[src/rtl/cmp_seq_pkg.sv]
// Package: cmp_seq_pkg
// Shared definitions for the multi-cycle branch comparator and its users
// (the branch decoder reuses the condition codes).
//   cmp_op_e      condition codes carried on ctrl
//   cmp_state_e   comparator FSM states
//   is_signed_op  true for the modes that need the sign bit flipped at capture
//   cond_result   maps the scan outcome (eq, lt) to the branch-taken bit
package cmp_seq_pkg;

    typedef enum logic [2:0] {
        CMP_NONE = 3'b000,
        CMP_EQ   = 3'b001,
        CMP_NE   = 3'b010,
        CMP_LT   = 3'b011,
        CMP_LTU  = 3'b100,
        CMP_GE   = 3'b101,
        CMP_GEU  = 3'b110,
        CMP_RSVD = 3'b111
    } cmp_op_e;

    typedef enum logic [1:0] {
        ST_IDLE,
        ST_SCAN,
        ST_DONE
    } cmp_state_e;

    function automatic logic is_signed_op(input logic [2:0] op);
        return (op == CMP_LT) || (op == CMP_GE);
    endfunction

    function automatic logic cond_result(input logic [2:0] op,
                                         input logic       eq,
                                         input logic       lt);
        logic r;
        case (op)
            CMP_EQ:          r = eq;
            CMP_NE:          r = ~eq;
            CMP_LT, CMP_LTU: r = lt;
            CMP_GE, CMP_GEU: r = ~lt;
            default:         r = 1'b0;   // 000 and 111 never take the branch
        endcase
        return r;
    endfunction

endpackage

[src/rtl/cmp_seq_if.sv]
// Interface: cmp_seq_if
// Request/response handshake between the branch unit and cmp_seq.
//   in_valid/in_ready  request handshake carrying a, b, ctrl
//   out_valid/out_ready response handshake carrying c
// Modports: master = requester/consumer, slave = comparator.
interface cmp_seq_if #(
    parameter int WIDTH = 32
);
    logic             in_valid;
    logic             in_ready;
    logic [WIDTH-1:0] a;
    logic [WIDTH-1:0] b;
    logic [2:0]       ctrl;
    logic             out_valid;
    logic             out_ready;
    logic             c;

    modport master (
        output in_valid, a, b, ctrl, out_ready,
        input  in_ready, out_valid, c
    );

    modport slave (
        input  in_valid, a, b, ctrl, out_ready,
        output in_ready, out_valid, c
    );
endinterface

[src/rtl/cmp_chunk.sv]
// Module: cmp_chunk
// Combinational unsigned compare of one CHUNK-bit slice.
//   x, y  slice of operand A and operand B
//   eq    x == y
//   lt    x <  y (unsigned)
module cmp_chunk #(
    parameter int CHUNK = 8
) (
    input  logic [CHUNK-1:0] x,
    input  logic [CHUNK-1:0] y,
    output logic             eq,
    output logic             lt
);
    assign eq = (x == y);
    assign lt = (x < y);
endmodule

[src/rtl/cmp_seq.sv]
// Module: cmp_seq
// Multi-cycle branch comparator. Scans A and B CHUNK bits per cycle from the
// MSB chunk down, stopping at the first differing chunk, and returns the
// branch-taken bit c over a valid/ready handshake.
//   clk    rising-edge clock
//   rst_n  synchronous active-low reset
//   flush  synchronous abort of the operation in flight
//   bus    cmp_seq_if.slave: in_valid/in_ready/a/b/ctrl, out_valid/out_ready/c
module cmp_seq
    import cmp_seq_pkg::*;
#(
    parameter int WIDTH = 32,
    parameter int CHUNK = 8
) (
    input  logic      clk,
    input  logic      rst_n,
    input  logic      flush,
    cmp_seq_if.slave  bus
);
    localparam int NCHUNK = WIDTH / CHUNK;
    localparam int IDX_W  = (NCHUNK > 1) ? $clog2(NCHUNK) : 1;
    localparam logic [WIDTH-1:0] SIGN_MASK = {1'b1, {(WIDTH-1){1'b0}}};

    cmp_state_e       state_q;
    logic [WIDTH-1:0] a_q;
    logic [WIDTH-1:0] b_q;
    logic [2:0]       ctrl_q;
    logic [IDX_W-1:0] idx_q;
    logic             in_ready_q;
    logic             out_valid_q;
    logic             c_q;

    logic [CHUNK-1:0] a_chunk;
    logic [CHUNK-1:0] b_chunk;
    logic             chunk_eq;
    logic             chunk_lt;
    logic             capture;

    // A flush in the same cycle suppresses the capture even though in_ready is high.
    assign capture = (state_q == ST_IDLE) && bus.in_valid && !flush;

    // Select the idx-th chunk of each operand.
    always_comb begin
        // NOTE: defaults first so no path leaves a_chunk/b_chunk unassigned (no latch).
        a_chunk = '0;
        b_chunk = '0;
        for (int i = 0; i < NCHUNK; i++) begin
            if (idx_q == IDX_W'(i)) begin
                a_chunk = a_q[i*CHUNK +: CHUNK];
                b_chunk = b_q[i*CHUNK +: CHUNK];
            end
        end
    end

    cmp_chunk #(.CHUNK(CHUNK)) u_chunk (
        .x  (a_chunk),
        .y  (b_chunk),
        .eq (chunk_eq),
        .lt (chunk_lt)
    );

    // Operand registers. Flipping the sign bit for LT/GE maps two's-complement
    // ordering onto unsigned ordering, so the scan itself is always unsigned.
    // NOTE: datapath registers carry no reset; they are only read after a capture loads them.
    always_ff @(posedge clk) begin
        if (capture) begin
            a_q    <= is_signed_op(bus.ctrl) ? (bus.a ^ SIGN_MASK) : bus.a;
            b_q    <= is_signed_op(bus.ctrl) ? (bus.b ^ SIGN_MASK) : bus.b;
            ctrl_q <= bus.ctrl;
        end
    end

    // Control FSM with registered handshake outputs and result.
    // NOTE: sequential state uses non-blocking assignments so every register sees pre-edge values.
    always_ff @(posedge clk) begin
        if (!rst_n) begin
            state_q     <= ST_IDLE;
            in_ready_q  <= 1'b1;
            out_valid_q <= 1'b0;
            c_q         <= 1'b0;
            idx_q       <= '0;
        end else if (flush) begin
            state_q     <= ST_IDLE;
            in_ready_q  <= 1'b1;
            out_valid_q <= 1'b0;
            c_q         <= 1'b0;
        end else begin
            case (state_q)
                ST_IDLE: begin
                    if (capture) begin
                        state_q    <= ST_SCAN;
                        in_ready_q <= 1'b0;
                        idx_q      <= IDX_W'(NCHUNK - 1);
                    end
                end
                ST_SCAN: begin
                    // On a differing chunk eq=0 and lt comes from the chunk;
                    // on the last equal chunk eq=1 and chunk_lt is already 0.
                    if (!chunk_eq || idx_q == '0) begin
                        state_q     <= ST_DONE;
                        out_valid_q <= 1'b1;
                        c_q         <= cond_result(ctrl_q, chunk_eq, chunk_lt);
                    end else begin
                        idx_q <= idx_q - 1'b1;
                    end
                end
                ST_DONE: begin
                    if (bus.out_ready) begin
                        state_q     <= ST_IDLE;
                        out_valid_q <= 1'b0;
                        in_ready_q  <= 1'b1;
                    end
                end
                default: begin
                    state_q     <= ST_IDLE;
                    in_ready_q  <= 1'b1;
                    out_valid_q <= 1'b0;
                end
            endcase
        end
    end

    assign bus.in_ready  = in_ready_q;
    assign bus.out_valid = out_valid_q;
    assign bus.c         = c_q;

endmodule
[src/flat_wrapper.sv]
// flat-port wrapper written by rule: the top's interface ports become plain ports
module cmp_seq_flat import cmp_seq_pkg::*;
#(
    parameter int WIDTH = 32,
    parameter int CHUNK = 8
)
  (clk, rst_n, flush, bus_in_valid, bus_a, bus_b, bus_ctrl, bus_out_ready, bus_in_ready, bus_out_valid, bus_c);
  cmp_seq_if #(.WIDTH(WIDTH)) bus_i ();
  input  logic clk;
  input  logic rst_n;
  input  logic flush;
  input wire logic [$bits(bus_i.in_valid)-1:0] bus_in_valid;
  input wire logic [$bits(bus_i.a)-1:0] bus_a;
  input wire logic [$bits(bus_i.b)-1:0] bus_b;
  input wire logic [$bits(bus_i.ctrl)-1:0] bus_ctrl;
  input wire logic [$bits(bus_i.out_ready)-1:0] bus_out_ready;
  output wire logic [$bits(bus_i.in_ready)-1:0] bus_in_ready;
  output wire logic [$bits(bus_i.out_valid)-1:0] bus_out_valid;
  output wire logic [$bits(bus_i.c)-1:0] bus_c;
  assign bus_i.in_valid = bus_in_valid;
  assign bus_i.a = bus_a;
  assign bus_i.b = bus_b;
  assign bus_i.ctrl = bus_ctrl;
  assign bus_i.out_ready = bus_out_ready;
  assign bus_in_ready = bus_i.in_ready;
  assign bus_out_valid = bus_i.out_valid;
  assign bus_c = bus_i.c;
  cmp_seq #(.WIDTH(WIDTH), .CHUNK(CHUNK)) u_core (.clk(clk), .rst_n(rst_n), .flush(flush), .bus(bus_i));
endmodule
[config.mk]
export PLATFORM = sky130hd
export DESIGN_NAME = cmp_seq_flat
export DESIGN_NICKNAME = d
export VERILOG_FILES = /design/src/rtl/cmp_seq_pkg.sv /design/src/rtl/cmp_seq_if.sv /design/src/rtl/cmp_chunk.sv /design/src/rtl/cmp_seq.sv /design/src/flat_wrapper.sv
export SDC_FILE = /design/constraint.sdc
export NUM_CORES = 1
export LEC_CHECK = 0
export ABC_AREA = 1
export CORE_MARGIN = 5
export CORE_UTILIZATION = 29
export CTS_BUF_LIST = sky130_fd_sc_hd__clkbuf_16
export CTS_CLUSTER_SIZE = 16
export DETAILED_ROUTE_END_ITERATION = 8
export PLACE_DENSITY_LB_ADDON = 0.08
export SETUP_SLACK_MARGIN = 0.3
export SYNTH_ARGS = -nofsm -noshare
export SYNTH_HDL_FRONTEND = slang
export SYNTH_HIERARCHICAL = 1
export SYNTH_SLANG_ARGS = --single-unit
[constraint.sdc]
create_clock -name clk -period 9.2 [get_ports clk]
set_input_delay 1.38 -clock clk [delete_from_list [all_inputs] [get_ports clk]]
set_output_delay 1.38 -clock clk [all_outputs]
set_load 0.02 [all_outputs]
### Word-level counts from Yosys, hierarchy flattened

Cells that the tools add are included.

* register bits: 74
* input port bits: 72
* logic and storage cells: 77

* $add $sub $neg: 1
* order comparisons: 1
* eq/ne operators: 18
* mux-type cells: 24
* bitwise gates (word level): 8
* reductions and logical operators: 17

Operator list (count)
* $mux 32: 2
* $mux 8: 8
* $eq 3x3->1 const B: 4
* $mux 2: 5
* $eq 3x2->1 const B: 3
* $reduce_and 3->1: 3
* $eq 8x8->1: 1
* $lt 8x8->1: 1
* $not 1->1: 8
* $eq 2x2->1 const B: 3
* $pmux 1 s3: 2
* $pmux 2 s3: 1
* $reduce_or 2->1: 3
* $eq 2x1->1 const B: 2
* $logic_not 2->1: 2
* $mux 1: 4
* $ne 2x1->1 const B: 2
* $ne 2x2->1 const B: 2
* $pmux 1 s4: 1
* $pmux 2 s2: 1
* $reduce_and 4->1: 1
* $eq 3x1->1 const B: 1
* $logic_and 1x1->1: 2
* $logic_not 1->1: 2
* 4 further kinds: 5

### Depth between registers and ports, before layout

Gate-level depths: netlist of the first run.

* depth after elaboration: 10
* mapped depth: 20
* mapped depth without buffers: 18

### By module

Netlist of the first run, hierarchy kept.

By module, submodules not included
* cmp_seq: times used 1, cells an instance 256, area each 3164.3 µm², seq. area each 2152.1 µm²
* cmp_chunk: times used 1, cells an instance 37, area each 221.5 µm², seq. area each 0.0 µm²

### Least setup slack after synthesis of the first run

No wires, ideal clock.

* path kind: in2reg
* start: input port bus_in_valid
* end: register u_core.a_q[0], enable pin
* library setup time: 657 ps
* data arrival time: 7734 ps
* required time: 8543 ps
* setup slack: 809 ps
* stages on the path: 2
* path buffers: 0
* cells stage by stage: inv_1 > nor4_1

* word-level cells in the longest chain between the ends: 2

Ends and longest elaborated chain
* from (decl): RTL line flat_wrapper.sv:12 `input wire logic [$bits(bus_i.in_valid)-1:0] bus_in_valid;`
* $logic_and 1x1->1 (2 in series): RTL line cmp_seq.sv:40 `assign capture = (state_q == ST_IDLE) && bus.in_valid && !flush;`
* named net u_core.capture: RTL line cmp_seq.sv:37 `logic capture;`
* to (signal assigned): RTL line cmp_seq.sv:67 `a_q <= is_signed_op(bus.ctrl) ? (bus.a ^ SIGN_MASK) : bus.a;`
* to (decl): RTL line cmp_seq.sv:25 `logic [WIDTH-1:0] a_q;`

The timed path passes the listed nets, and every way through them passes these cells.
A chain may end at the register's enable or synchronous reset.

### Worst setup path in the final report of the first run

* start: register u_core.idx_q[1]
* end: register u_core.idx_q[1]

* word-level cells in the longest chain between the ends: 10
* elaborated cells between the ends (all ways): 20
* classes of those cells: 1 x add/sub; 5 x eq/ne; 10 x mux; 4 x reduce/logical

Ends and longest elaborated chain
* from (decl): RTL line cmp_seq.sv:28 `logic [IDX_W-1:0] idx_q;`
* from (signal assigned): RTL line cmp_seq.sv:93 `idx_q <= IDX_W'(NCHUNK - 1);`
* from (signal assigned): RTL line cmp_seq.sv:104 `idx_q <= idx_q - 1'b1;`
* $logic_not 2->1: RTL line cmp_seq.sv:48 `if (idx_q == IDX_W'(i)) begin`
* $mux 8 (3 in series): RTL line cmp_seq.sv:48
* $mux 8 *: RTL line cmp_seq.sv:48
* named net u_core.b_chunk[7]: RTL line cmp_seq.sv:34 `logic [CHUNK-1:0] b_chunk;`
* $eq 8x8->1 *: RTL line cmp_chunk.sv:14 `assign eq = (x == y);`
* named net u_core.chunk_eq: RTL line cmp_seq.sv:35 `logic chunk_eq;`
* $logic_not 1->1 *: RTL line cmp_seq.sv:99 `if (!chunk_eq || idx_q == '0) begin`
* $logic_or 1x1->1 *: RTL line cmp_seq.sv:99
* $ne 2x2->1 (no line) *
* $reduce_and 4->1 (no line) *

The timed path passes the listed nets; every way through them passes the cells marked *. The select of a mux whose other input is x is not followed.

==> flow_metrics.env, run 1 <==
export IMPL_rsz0062_at_grt="no"
export IMPL_cts_path_max_buffers=2
export IMPL_dr_pass1_iters=4
export IMPL_critical_path_class="reg -> reg"
export IMPL_track_usage_pct=11.3
export IMPL_max_freq_ghz=0.321
export IMPL_setup_ws_ns=6.08
export IMPL_die_area_mm2=0.0139
export IMPL_via_per_inst=4.34
export IMPL_start_util_pct=29.7
export IMPL_ys_seq_elements=74
export IMPL_final_common_cell="clkdlybuf4s50_1"
export IMPL_wl_mm=7.65
export IMPL_synth_cell_types=23
export IMPL_cts_tree="done"
export IMPL_worst_r2r_cell_count=17
export IMPL_worstReg2RegEnd="u_core/idx_q[1]"
export IMPL_cts_hold_buf=0
export IMPL_max_cap_viol_count=0
export IMPL_grt_pass1_wl_mm=12.2
export IMPL_hold_viol=0
export IMPL_num_io_pins=75
export IMPL_async_flop_share_pct=0
export IMPL_ir_drop_v=0.000119
export IMPL_area_growth_pct=35.4
export IMPL_post_cts_buffers=0
export IMPL_final_cell_mix="clkdlybuf4s50_1 (74), edfxtp_1 (67), nand2_1 (59)"
export IMPL_htreeDepth=3
export IMPL_worst_pin_slew_ns=0.878
export IMPL_synth_top_flop_cell="edfxtp_1"
export IMPL_worstSetupEndpointType="flip-flop"
export IMPL_rrSetupSlack_ns=6.08
export IMPL_cts_root_buffer="clkbuf_16"
export IMPL_cts_inserted_buffers=9
export IMPL_wl_per_cell_um=14.8
export IMPL_outcome="completed"
export IMPL_place_area_mm2=0.00423
export IMPL_r2r_start="u_core/idx_q[1]"
export IMPL_diodes=0
export IMPL_clock_skew_ns=0.00679
export IMPL_synth_edf_count=67
export IMPL_ant_nets=0
export IMPL_total_power_uw=942
export IMPL_die_w_um=118
export IMPL_powerDensity_mw_per_mm2=205
export IMPL_yosysWarningCount=6
export IMPL_cp_slowest_cell="inv_2"
export IMPL_clock_sinks=74
export IMPL_relSlewSlack_pct=41.5
export IMPL_grt_pass1_vias=2361
export IMPL_slew_viol_final=0
export IMPL_grt_ovfl_total=0
export IMPL_yosysSeqAreaShare_pct=63.6
export IMPL_path_clk_slew_ns=0.06
export IMPL_drtIter0Drc=101
export IMPL_port_buffer_count=74
export IMPL_synth_area_mm2=0.00339
export IMPL_cp_cell_sequence="inv_1 > ha_1 > inv_2 > nand3_1 > nand2_1 > nand2_1 > a21oi_1 > inv_1 > ha_1 > nand2_1 > nor3_2 > nand2_1 > nand2_1 > nand3_1 > nand2_1 > nand2_1 > nor2_1"
export IMPL_worstPathRequired_ns=9.47
export IMPL_worstPathMaxFanout=27
export IMPL_slowest_delay_ns=0.52
export IMPL_drive_gt1_share_pct=13.4
export IMPL_fp_dieH_um=118
export IMPL_stdcell_count=517
export IMPL_grt_max_degree=68
export IMPL_dp_slack_ns=5.90
export IMPL_min_period_ns=3.12
export IMPL_placedCellCount=501
export IMPL_worst_skew_pair_late_latency_ns=0.33
export IMPL_min_from="u_core/bus.in_ready"
export IMPL_gp_congestion=0.771
export IMPL_drc_errors=0
export IMPL_core_area_mm2=0.0114
export IMPL_vias=2242
export IMPL_synth_cells=293
export IMPL_fp_row_count=39
export IMPL_fin_area_mm2=0.00459
export IMPL_syn_num_nets=377
export IMPL_fin_crit_sh_pct=33.9
export IMPL_hold_depth=2
export IMPL_hpwl_mm=5.21
export IMPL_min_to="u_core/bus.in_ready"
export IMPL_hold_path_class="reg -> reg"
export IMPL_cp_start_kind="flip-flop"
export IMPL_syn_avg_cell_area_um2=11.6
export IMPL_fin_tns_setup_ns=0
export IMPL_antenna_found_initial=0
export IMPL_critPathMostFrequentCell="nand2_1"
export IMPL_arrival_ns=3.39
export IMPL_leakagePower_nw=1.76
export IMPL_cts_resized=0
export IMPL_finalSetupViolCount=0
export IMPL_layout_nets=453
report_power, final:
part / switching [mW] / internal, mW
Sequential: 0.00566 / 0.385
Combinational: 0.0711 / 0.0624
Clock: 0.128 / 0.290
cell families (layout without fill, tap and decap cells):
group	Yosys count	in the layout	synth area share, %
flops	74	74	63.6
xor+xnor	2	2	0.517
simple gates	111	111	13.7
compound gates	54	54	11.6
buf+inv	40	121	6.25
fa+ha+maj	12	12	4.43
routing by layer:
metal / share of wire, % / GRT usage [%] / vias up / routed length, um
met2: 45 / 17.0 / 53 / 3480
met1: 48 / 15.1 / 1021 / 3670
li1: - / - / 1159 / -
met3: 5.2 / 4.23 / 9 / 398
met5: 0 / 0 / - / 0
met4: 1.4 / 3.66 / 0 / 104
metrics by stage:
step / utilization (%) / hold slack (ns)
3_5_place_dp: 37.0 / 0.444
4_1_cts: 40.2 / 0.469
2_1_floorplan: - / 0.519
6_report: 40.2 / 0.465
5_1_grt: 40.2 / 0.497
3_3_place_gp: 37.0 / 0.456
worst max path at each step:
stage	start	to	slack, ns	cells after the start
detailed placement	bus_in_valid	u_core/a_q[17]	5.90	4
global placement	bus_in_valid	u_core/b_q[26]	5.96	4
global route	u_core/idx_q[1]	u_core/idx_q[0]	5.76	17
CTS	u_core/idx_q[1]	u_core/idx_q[0]	6.05	17
floorplan	bus_in_valid	u_core/a_q[0]	0.81	2
finish	u_core/idx_q[1]	u_core/idx_q[1]	6.08	17
flip-flops by register name, summed over array words and instances, names as in the netlist:
name                  count
u_core/a_q               32
u_core/b_q               32
u_core/ctrl_q             3
u_core/idx_q              2
u_core/state_q            2
u_core/bus.c              1
u_core/bus.in_ready       1
u_core/bus.out_valid      1
worst max-delay path: cells and delay by family (launching register included):
family / cells / cell delay (ns)
AO/OA/AOI/OAI: 1 / 0.13
adder cells (fa/ha/maj): 2 / 0.58
flip-flops: 1 / 0.35
buffers and inverters: 3 / 0.66
AND/OR/NAND/NOR: 11 / 1.34
synth_stat cells (2+ instances only):
| cell | instances | area share [%] |
|---|---|---|
| a21oi_1 | 28 | 4.1 |
| a21oi_2 | 9 | 2.3 |
| buf_4 | 4 | 0.89 |
| buf_6 | 5 | 1.7 |
| dfxtp_1 | 7 | 4.1 |
| edfxtp_1 | 67 | 59 |
| ha_1 | 12 | 4.4 |
| inv_1 | 26 | 2.9 |
| inv_2 | 3 | 0.33 |
| nand2_1 | 59 | 6.5 |
| nand2_2 | 9 | 1.7 |
| nand3_1 | 12 | 1.8 |
| nor2_1 | 29 | 3.2 |
| o211ai_2 | 11 | 4.1 |
| o21ai_0 | 2 | 0.30 |
| o21ai_1 | 2 | 0.30 |
| xnor2_1 | 2 | 0.52 |
area by class of cell:
class                      instances  area [um^2]
timing repair buffer              75          748
sequential                        74         2150
tap                              143          179
multi-input combinational        179         1030
clock inverter                     7          133
clock buffer                       9          225
inverter                          30          120
fill                            1126         6830
No activity file was read; power rests on OpenSTA's default activity.
==> inputs of run 2 (changes only) <==
clock period = 3 ns   (was 9.2 ns; I/O delays follow)
==> run 2 against run 1 <==
Net effect: setup slack got worse by 5.6 ns; wire length fell by 0.26%; hold slack about the same; die area unchanged; fmax rose by 26%; critical path type unchanged; largest cell class unchanged.
==> flow_metrics.env, run 2 (same netlist as run 1, synthesis figures left out) <==
export IMPL_outcome="completed"
export IMPL_die_area_mm2=0.0139
export IMPL_rsz0062_at_grt="no"
export IMPL_gp_congestion=0.790
export IMPL_worstPathRequired_ns=3.22
export IMPL_worstSetupEndpointType="flip-flop"
export IMPL_fin_crit_sh_pct=82.6
export IMPL_wl_per_cell_um=14.5
export IMPL_arrival_ns=2.70
export IMPL_p_switching_uw=637
export IMPL_grt_pass1_wl_mm=12.3
export IMPL_slew_viol_final=0
export IMPL_clockPowerShare_pct=38.5
export IMPL_leakagePower_nw=1.78
export IMPL_max_freq_ghz=0.404
export IMPL_port_buffer_count=74
export IMPL_min_from="u_core/bus.in_ready"
export IMPL_final_common_cell="clkdlybuf4s50_1"
export IMPL_worst_pin_slew_ns=0.491
export IMPL_cp_cell_sequence="inv_4 > ha_4 > inv_4 > buf_6 > o211ai_2 > a21oi_2 > inv_1 > ha_1 > nand2_1 > inv_1 > nand3_1 > nor3_4 > nand2_1 > nand2_1 > nand3_2 > nor2_1 > nor2_1"
export IMPL_via_per_inst=4.35
export IMPL_cp_top_family="simple AND/OR/NAND/NOR gates"
export IMPL_core_area_mm2=0.0114
export IMPL_hold_viol=0
export IMPL_total_power_mw=2.66
export IMPL_die_w_um=118
export IMPL_grt_max_degree=40
export IMPL_slowest_delay_ns=0.38
export IMPL_layout_nets=461
export IMPL_hpwl_mm=5.53
export IMPL_diodes=0
export IMPL_worstPathMaxFanout=8
export IMPL_drive_gt1_share_pct=17.5
export IMPL_wl_mm=7.63
export IMPL_antenna_found_initial=0
export IMPL_start_util_pct=29.7
export IMPL_max_cap_viol_count=0
export IMPL_final_cell_mix="clkdlybuf4s50_1 (74), edfxtp_1 (67), nand2_1 (59)"
export IMPL_relSlewSlack_pct=67.2
export IMPL_met2_usage_pct=17.3
export IMPL_cts_inserted_buffers=9
export IMPL_min_period_ns=2.48
export IMPL_critPathMostFrequentCell="nand2_1"
export IMPL_r2r_start="u_core/idx_q[1]"
export IMPL_area_growth_pct=37.7
export IMPL_path_clk_slew_ns=0.06
export IMPL_grt_pass1_vias=2408
export IMPL_drc_errors=0
export IMPL_cts_path_max_buffers=2
export IMPL_finalSetupViolCount=0
export IMPL_num_io_pins=75
export IMPL_htreeDepth=3
export IMPL_worstReg2RegEnd="u_core/idx_q[1]"
export IMPL_path_buf_inv=5
export IMPL_vias=2285
export IMPL_rrSetupSlack_ns=0.52
export IMPL_worst_r2r_cell_count=17
export IMPL_cts_root_buffer="clkbuf_16"
export IMPL_cp_start_kind="flip-flop"
export IMPL_worst_hold_slack_ns=0.465
export IMPL_cp_slowest_cell="dfxtp_2"
export IMPL_min_to="u_core/bus.in_ready"
export IMPL_p_int_mw=2.03
export IMPL_dr_pass1_iters=4
export IMPL_drtIter0Drc=56
export IMPL_track_usage_pct=11.3
export IMPL_p_comb_share_pct=16.3
export IMPL_swShare_pct=23.9
export IMPL_busiest_layer="met2"
export IMPL_powerDensity_mw_per_mm2=571
export IMPL_clock_skew_ns=0.00479
export IMPL_hold_path_class="reg -> reg"
export IMPL_use_met3_pct=4.13
export IMPL_critical_path_class="reg -> reg"
export IMPL_fp_row_count=39
export IMPL_ir_drop_v=0.000430
export IMPL_ant_nets=0
export IMPL_grt_ovfl_total=0
export IMPL_reg_largest_list="u_core/a_q x32, u_core/b_q x32, u_core/ctrl_q x3"
export IMPL_fp_dieH_um=118
export IMPL_cts_tree="done"
export IMPL_power_frac_seq_pct=45.2
export IMPL_worst_skew_pair_late_latency_ns=0.33
export IMPL_hold_depth=2
export IMPL_clock_sinks=74
export IMPL_grt_use_met1_pct=14.8
-- run 2: what timing repair did --
action                     4_1_cts  5_1_grt
setup endpoints to repair        6        6
setup buffers                    0        3
hold endpoints to repair         0        0
hold buffers                     0        0
resized for setup                3       14
pin swaps                        0        2
-- run 2: stage by stage --
stage          TNS (ns)  instance area (um^2)  util (%)  cells  setup slack, ns
2_1_floorplan     -4.33                  3400         -    293          -0.0646
4_1_cts               0                  4580      40.1    522            0.303
6_report              0                  4660      40.8    525            0.523
3_5_place_dp          0                  4290      37.5    506           0.0936
3_3_place_gp          0                  4290      37.5    506            0.231
5_1_grt               0                  4660      40.8    525            0.302
-- run 2: layout make-up --
class,instances,area (um^2)
Timing Repair Buffer,83,828
Multi-Input combinational cell,179,1090
Clock buffer,9,225
Inverter,30,130
Sequential cell,74,2150
Fill cell,1138,6760
Tap cell,143,179
Clock inverter,7,60.1
-- run 2: worst max-delay path by stage --
stage | startpoint | end | slack (ns) | depth (start not counted)
global route | u_core/idx_q[0] | u_core/idx_q[1] | 0.30 | 18
global placement | u_core/idx_q[0] | u_core/idx_q[1] | 0.23 | 15
floorplan | flush | u_core/a_q[0] | -0.06 | 1
finish | u_core/idx_q[1] | u_core/idx_q[1] | 0.52 | 17
detailed placement | u_core/idx_q[0] | u_core/idx_q[1] | 0.09 | 15
CTS | u_core/idx_q[1] | u_core/idx_q[1] | 0.30 | 18
-- run 2: power by group through the flow --
stage | clock [mW] | sequential, mW | combinational (mW)
CTS | 1.06 | 1.20 | 0.425
global route | 1.11 | 1.21 | 0.488
floorplan | 0 | 1.22 | 0.259
detailed placement | 0 | 1.22 | 0.421
global placement | 0 | 1.22 | 0.421
finish | 1.03 | 1.20 | 0.436
-- run 2: routing by layer --
metal / part of all wire [%] / vias up / wire length, um
li1: - / 1173 / -
met1: 48 / 1039 / 3680
met5: 0 / - / 0
met2: 45 / 65 / 3450
met3: 5.1 / 8 / 389
met4: 1.5 / 0 / 114
-- run 2: worst reg2reg max path, stage by stage, from the launching register on --
cell and delay (ns):
dfxtp_2 0.38, inv_4 0.07, ha_4 0.18, inv_4 0.10, buf_6 0.15, o211ai_2 0.10, a21oi_2 0.13, inv_1 0.05
ha_1 0.27, nand2_1 0.04, inv_1 0.06, nand3_1 0.12, nor3_4 0.25, nand2_1 0.09, nand2_1 0.11, nand3_2 0.12
nor2_1 0.11, nor2_1 0.05
==> RTL change 1: new RTL, flow settings as in run 2 <==
Reset style: asynchronous (`rst_n`), changed in one clocked block. Comments in the files are not updated.
--- a/src/rtl/cmp_seq.sv
+++ b/src/rtl/cmp_seq.sv
@@ -74,3 +74,3 @@
     // NOTE: sequential state uses non-blocking assignments so every register sees pre-edge values.
-    always_ff @(posedge clk) begin
+    always_ff @(posedge clk or negedge rst_n) begin
         if (!rst_n) begin
Check against the original RTL: differs if rst_n is asserted again (counterexample within 4 cycles, from zero or initial values and one cycle with rst_n low); with rst_n held inactive, the same outputs for 10 cycles.
==> RTL change 1 against run 2 <==
Worst setup slack worse by 0.084 ns. Routed wire length up 7.8%. Critical path depth unchanged. Highest routed layer unchanged. Sequential cell count unchanged. Final area up 0.19%. Hold slack worse by 0.054 ns. Critical endpoint is now u_core/idx_q[1]. Synthesized area down 2.8%. Critical path type unchanged. Global-route usage up 1.0 points. First-iteration DRC count up 110%. Sequential share of layout area up 0.66 points.
Power is not compared: it rests on default switching activity, and its combinational part moved more than twofold at a synthesized area within 25%.
==> RTL change 1: results <==
{
  "status": "finished clean",
  "fillers": 1088,
  "dp_hpwl_um": 5630,
  "hp-class": "primary input to asynchronous set/reset pin",
  "cts-resized-gates": 4,
  "drive_above_1_share": 0.153,
  "rr_startpoint": "u_core/idx_q[1]",
  "synth_nets": 381,
  "worstMarginPinSlew_ns": 0.479,
  "wl_met3_um": 470,
  "synthTopCellsByArea": "edfxtp_1, nand2_1, a21oi_1",
  "met2_usage": 0.188,
  "critPathArrivalTime_ns": 2.76,
  "r2r-end": "u_core/idx_q[1]",
  "vias": 2319,
  "grt_first_pass_wirelength_um": 12200,
  "grt_max_degree": 38,
  "holdWs_ns": 0.412,
  "leakage_nw": 1.82,
  "track_usage": 0.123,
  "drt-initial-drc-count": 116,
  "cp_slowest_cell": "dfrtp_1",
  "dpl_cell_area_um2": 4170,
  "skew_ns": 0.00521,
  "synth-async-reset-ratio": 0.0946,
  "ys_seq_area_frac": 0.665,
  "grt_use_met1": 0.162,
  "ys_types": 21,
  "place.gp.congestion": 0.763,
  "grt_pass1_vias": 2377,
  "synth_common_cells": "nand2_1, edfxtp_1, a21oi_1",
  "synth_edf_count": 67
}
[RTL change 1: cells by family after synthesis]
family	Yosys count	synth area share
flip-flops	74	0.665
AND/OR/NAND/NOR	138	0.172
XOR/XNOR	2	0.00532
buffers and inverters	34	0.0498
adder cells (fa/ha/maj)	12	0.0456
AO/OA/AOI/OAI	37	0.0620
[RTL change 1: through the flow]
stage	setup WS, ns	total power [W]	util	instances
after global routing	0.279	0.00338	0.414	535
after detailed placement	0.0692	0.00201	0.370	509
after floorplan	0.574	0.00177	-	297
after global placement	0.0974	0.00201	0.370	509
final	0.440	0.00317	0.414	535
after CTS	0.311	0.00303	0.396	526
[RTL change 1: power by group through the flow]
stage	Sequential [W]	Clock, W	Combinational (W)
5_1_grt	0.00123	0.00106	0.00109
4_1_cts	0.00122	0.00101	0.000793
3_5_place_dp	0.00124	0	0.000764
3_3_place_gp	0.00124	0	0.000769
2_1_floorplan	0.00124	0	0.000530
6_report	0.00122	0.000982	0.000963
[RTL change 1: cell type report]
type	instances	area share
multi-input combinational	190	0.226
sequential	74	0.469
inverter	25	0.0228
tap	143	0.0383
timing repair inverter	1	0.00161
clock buffer	9	0.0482
timing repair buffer	86	0.185
clock inverter	7	0.00991
[RTL change 1: worst max path at each step]
stage | startpoint | to | slack, ns | cells after the start
after floorplan | flush | u_core/a_q[0] | 0.57 | 3
after global placement | u_core/idx_q[0] | u_core/bus.c | 0.1 | 15
after detailed placement | u_core/idx_q[1] | u_core/bus.c | 0.07 | 16
after CTS | u_core/idx_q[0] | u_core/idx_q[1] | 0.31 | 15
after global routing | u_core/idx_q[1] | u_core/bus.c | 0.28 | 21
final | u_core/idx_q[1] | u_core/idx_q[1] | 0.44 | 17
==> RTL change 2: new RTL, settings of run 2 <==
Made on the original files. `WIDTH` is set to 32 in 3 places; all go to 64.
--- a/src/rtl/cmp_seq_if.sv
+++ b/src/rtl/cmp_seq_if.sv
@@ -6,3 +6,3 @@
 interface cmp_seq_if #(
-    parameter int WIDTH = 32
+    parameter int WIDTH = 64
 );
--- a/src/rtl/cmp_seq.sv
+++ b/src/rtl/cmp_seq.sv
@@ -11,3 +11,3 @@
 #(
-    parameter int WIDTH = 32,
+    parameter int WIDTH = 64,
     parameter int CHUNK = 8
--- a/src/flat_wrapper.sv
+++ b/src/flat_wrapper.sv
@@ -3,3 +3,3 @@
 #(
-    parameter int WIDTH = 32,
+    parameter int WIDTH = 64,
     parameter int CHUNK = 8
Interface: changed (resized bus_a and bus_b); port bits go from 75 to 139. The function was not compared with the original's and may differ.
==> RTL change 2 against run 2 <==
Worst setup slack worse by 0.32 ns. Power up 93%. Synthesized area is 90% higher. Sequential cell count grew 65. Fmax decreased by 12%. Synthesized cell count rose by 120%. Core utilization up 1.4 points. Routed wire length up 130%. Final area rose by 98%. Critical endpoint unchanged. Largest cell class unchanged. Largest power group unchanged.
==> RTL change 2: results <==
{
  "status": "finished clean",
  "fillers": 2102,
  "critPathArrivalTime_ns": 3.14,
  "drive_above_1_share": 0.148,
  "grt_pass1_vias": 5230,
  "synth_edf_count": 131,
  "holdWs_ns": 0.505,
  "synth_common_cells": "nand2_1, edfxtp_1, inv_1",
  "synth_xor_area_frac": 0.00408,
  "dpl_cell_area_um2": 8240,
  "cts_buffers": 17,
  "h-tree-depth": 4,
  "slowest_delay_ns": 0.40,
  "dp_hpwl_um": 12300,
  "vias": 4760,
  "r2r_cells": 24,
  "drt-total-wl_um": 17200,
  "slew_headroom": 0.692,
  "cp_slowest_cell": "dfxtp_4",
  "io_buffers": 138,
  "grt_first_pass_wirelength_um": 27400,
  "synthTopCellsByArea": "edfxtp_1, nand2_1, inv_1",
  "synth_area_per_cell_um2": 9.79,
  "grt_max_degree": 47,
  "worstSetupStartpoint": "u_core/idx_q[0]",
  "skew_ns": 0.0168,
  "fin_nets": 967,
  "track_usage": 0.139,
  "critical_path.max_fanout": 6,
  "place.gp.congestion": 0.788,
  "dp.cells": 1066,
  "reg_top3": "u_core/a_q x64, u_core/b_q x64",
  "leakage_nw": 3.77,
  "wire_per_inst_um": 15.5
}
RTL change 2: through the flow:
step	setup WS, ns	utilization
detailed placement	-0.0903	0.378
CTS	0.242	0.416
floorplan	0.138	-
global route	-0.000166	0.422
finish	0.199	0.422
global placement	0.0814	0.378
RTL change 2: power by group:
group / leakage (nW) / switching, W / total, W / internal [W]
clock: 0.262 / 0.000821 / 0.00196 / 0.00113
combinational: 2.22 / 0.000479 / 0.000930 / 0.000450
sequential: 1.29 / 0.0000359 / 0.00226 / 0.00223
RTL change 2: cell families after synthesis:
kind of cell             count (synthesis)
flip-flops                             139
AO/OA/AOI/OAI                           34
adder cells (fa/ha/maj)                 13
XOR/XNOR                                 3
AND/OR/NAND/NOR                        351
buffers and inverters                  118
RTL change 2: cell type report:
type                            count  area [µm²]  area share
Sequential cell                   139        4110       0.445
Multi-Input combinational cell    402        2090       0.227
Timing Repair Buffer              166        1760       0.191
Clock buffer                       17         425      0.0462
Inverter                           92         363      0.0394
Tap cell                          280         350      0.0380
Clock inverter                     14         119      0.0129
RTL change 2: per-layer routing:
metal,GRT usage,vias to the layer above,wire length (µm)
li1,-,2438,-
met1,0.170,2183,7440
met2,0.237,116,8640
met3,0.0396,23,868
met4,0.0442,0,289
met5,0,-,0
RTL change 2: tightest hold or removal path, delay by kind of cell, from the launching register on:
| family | cells | cell delay [ns] |
|---|---|---|
| AO/OA/AOI/OAI | 1 | 0.08 |
| flip-flops | 1 | 0.31 |
| AND/OR/NAND/NOR | 1 | 0.06 |
RTL change 2: what timing repair did:
item / CTS / global route
buffers inserted: 9 / 2
pin swaps: 13 / 20
endpoints found under the setup margin: 7 / 7
resized for setup: 52 / 25
hold buffers: 0 / 0
gates cloned: 2 / 0
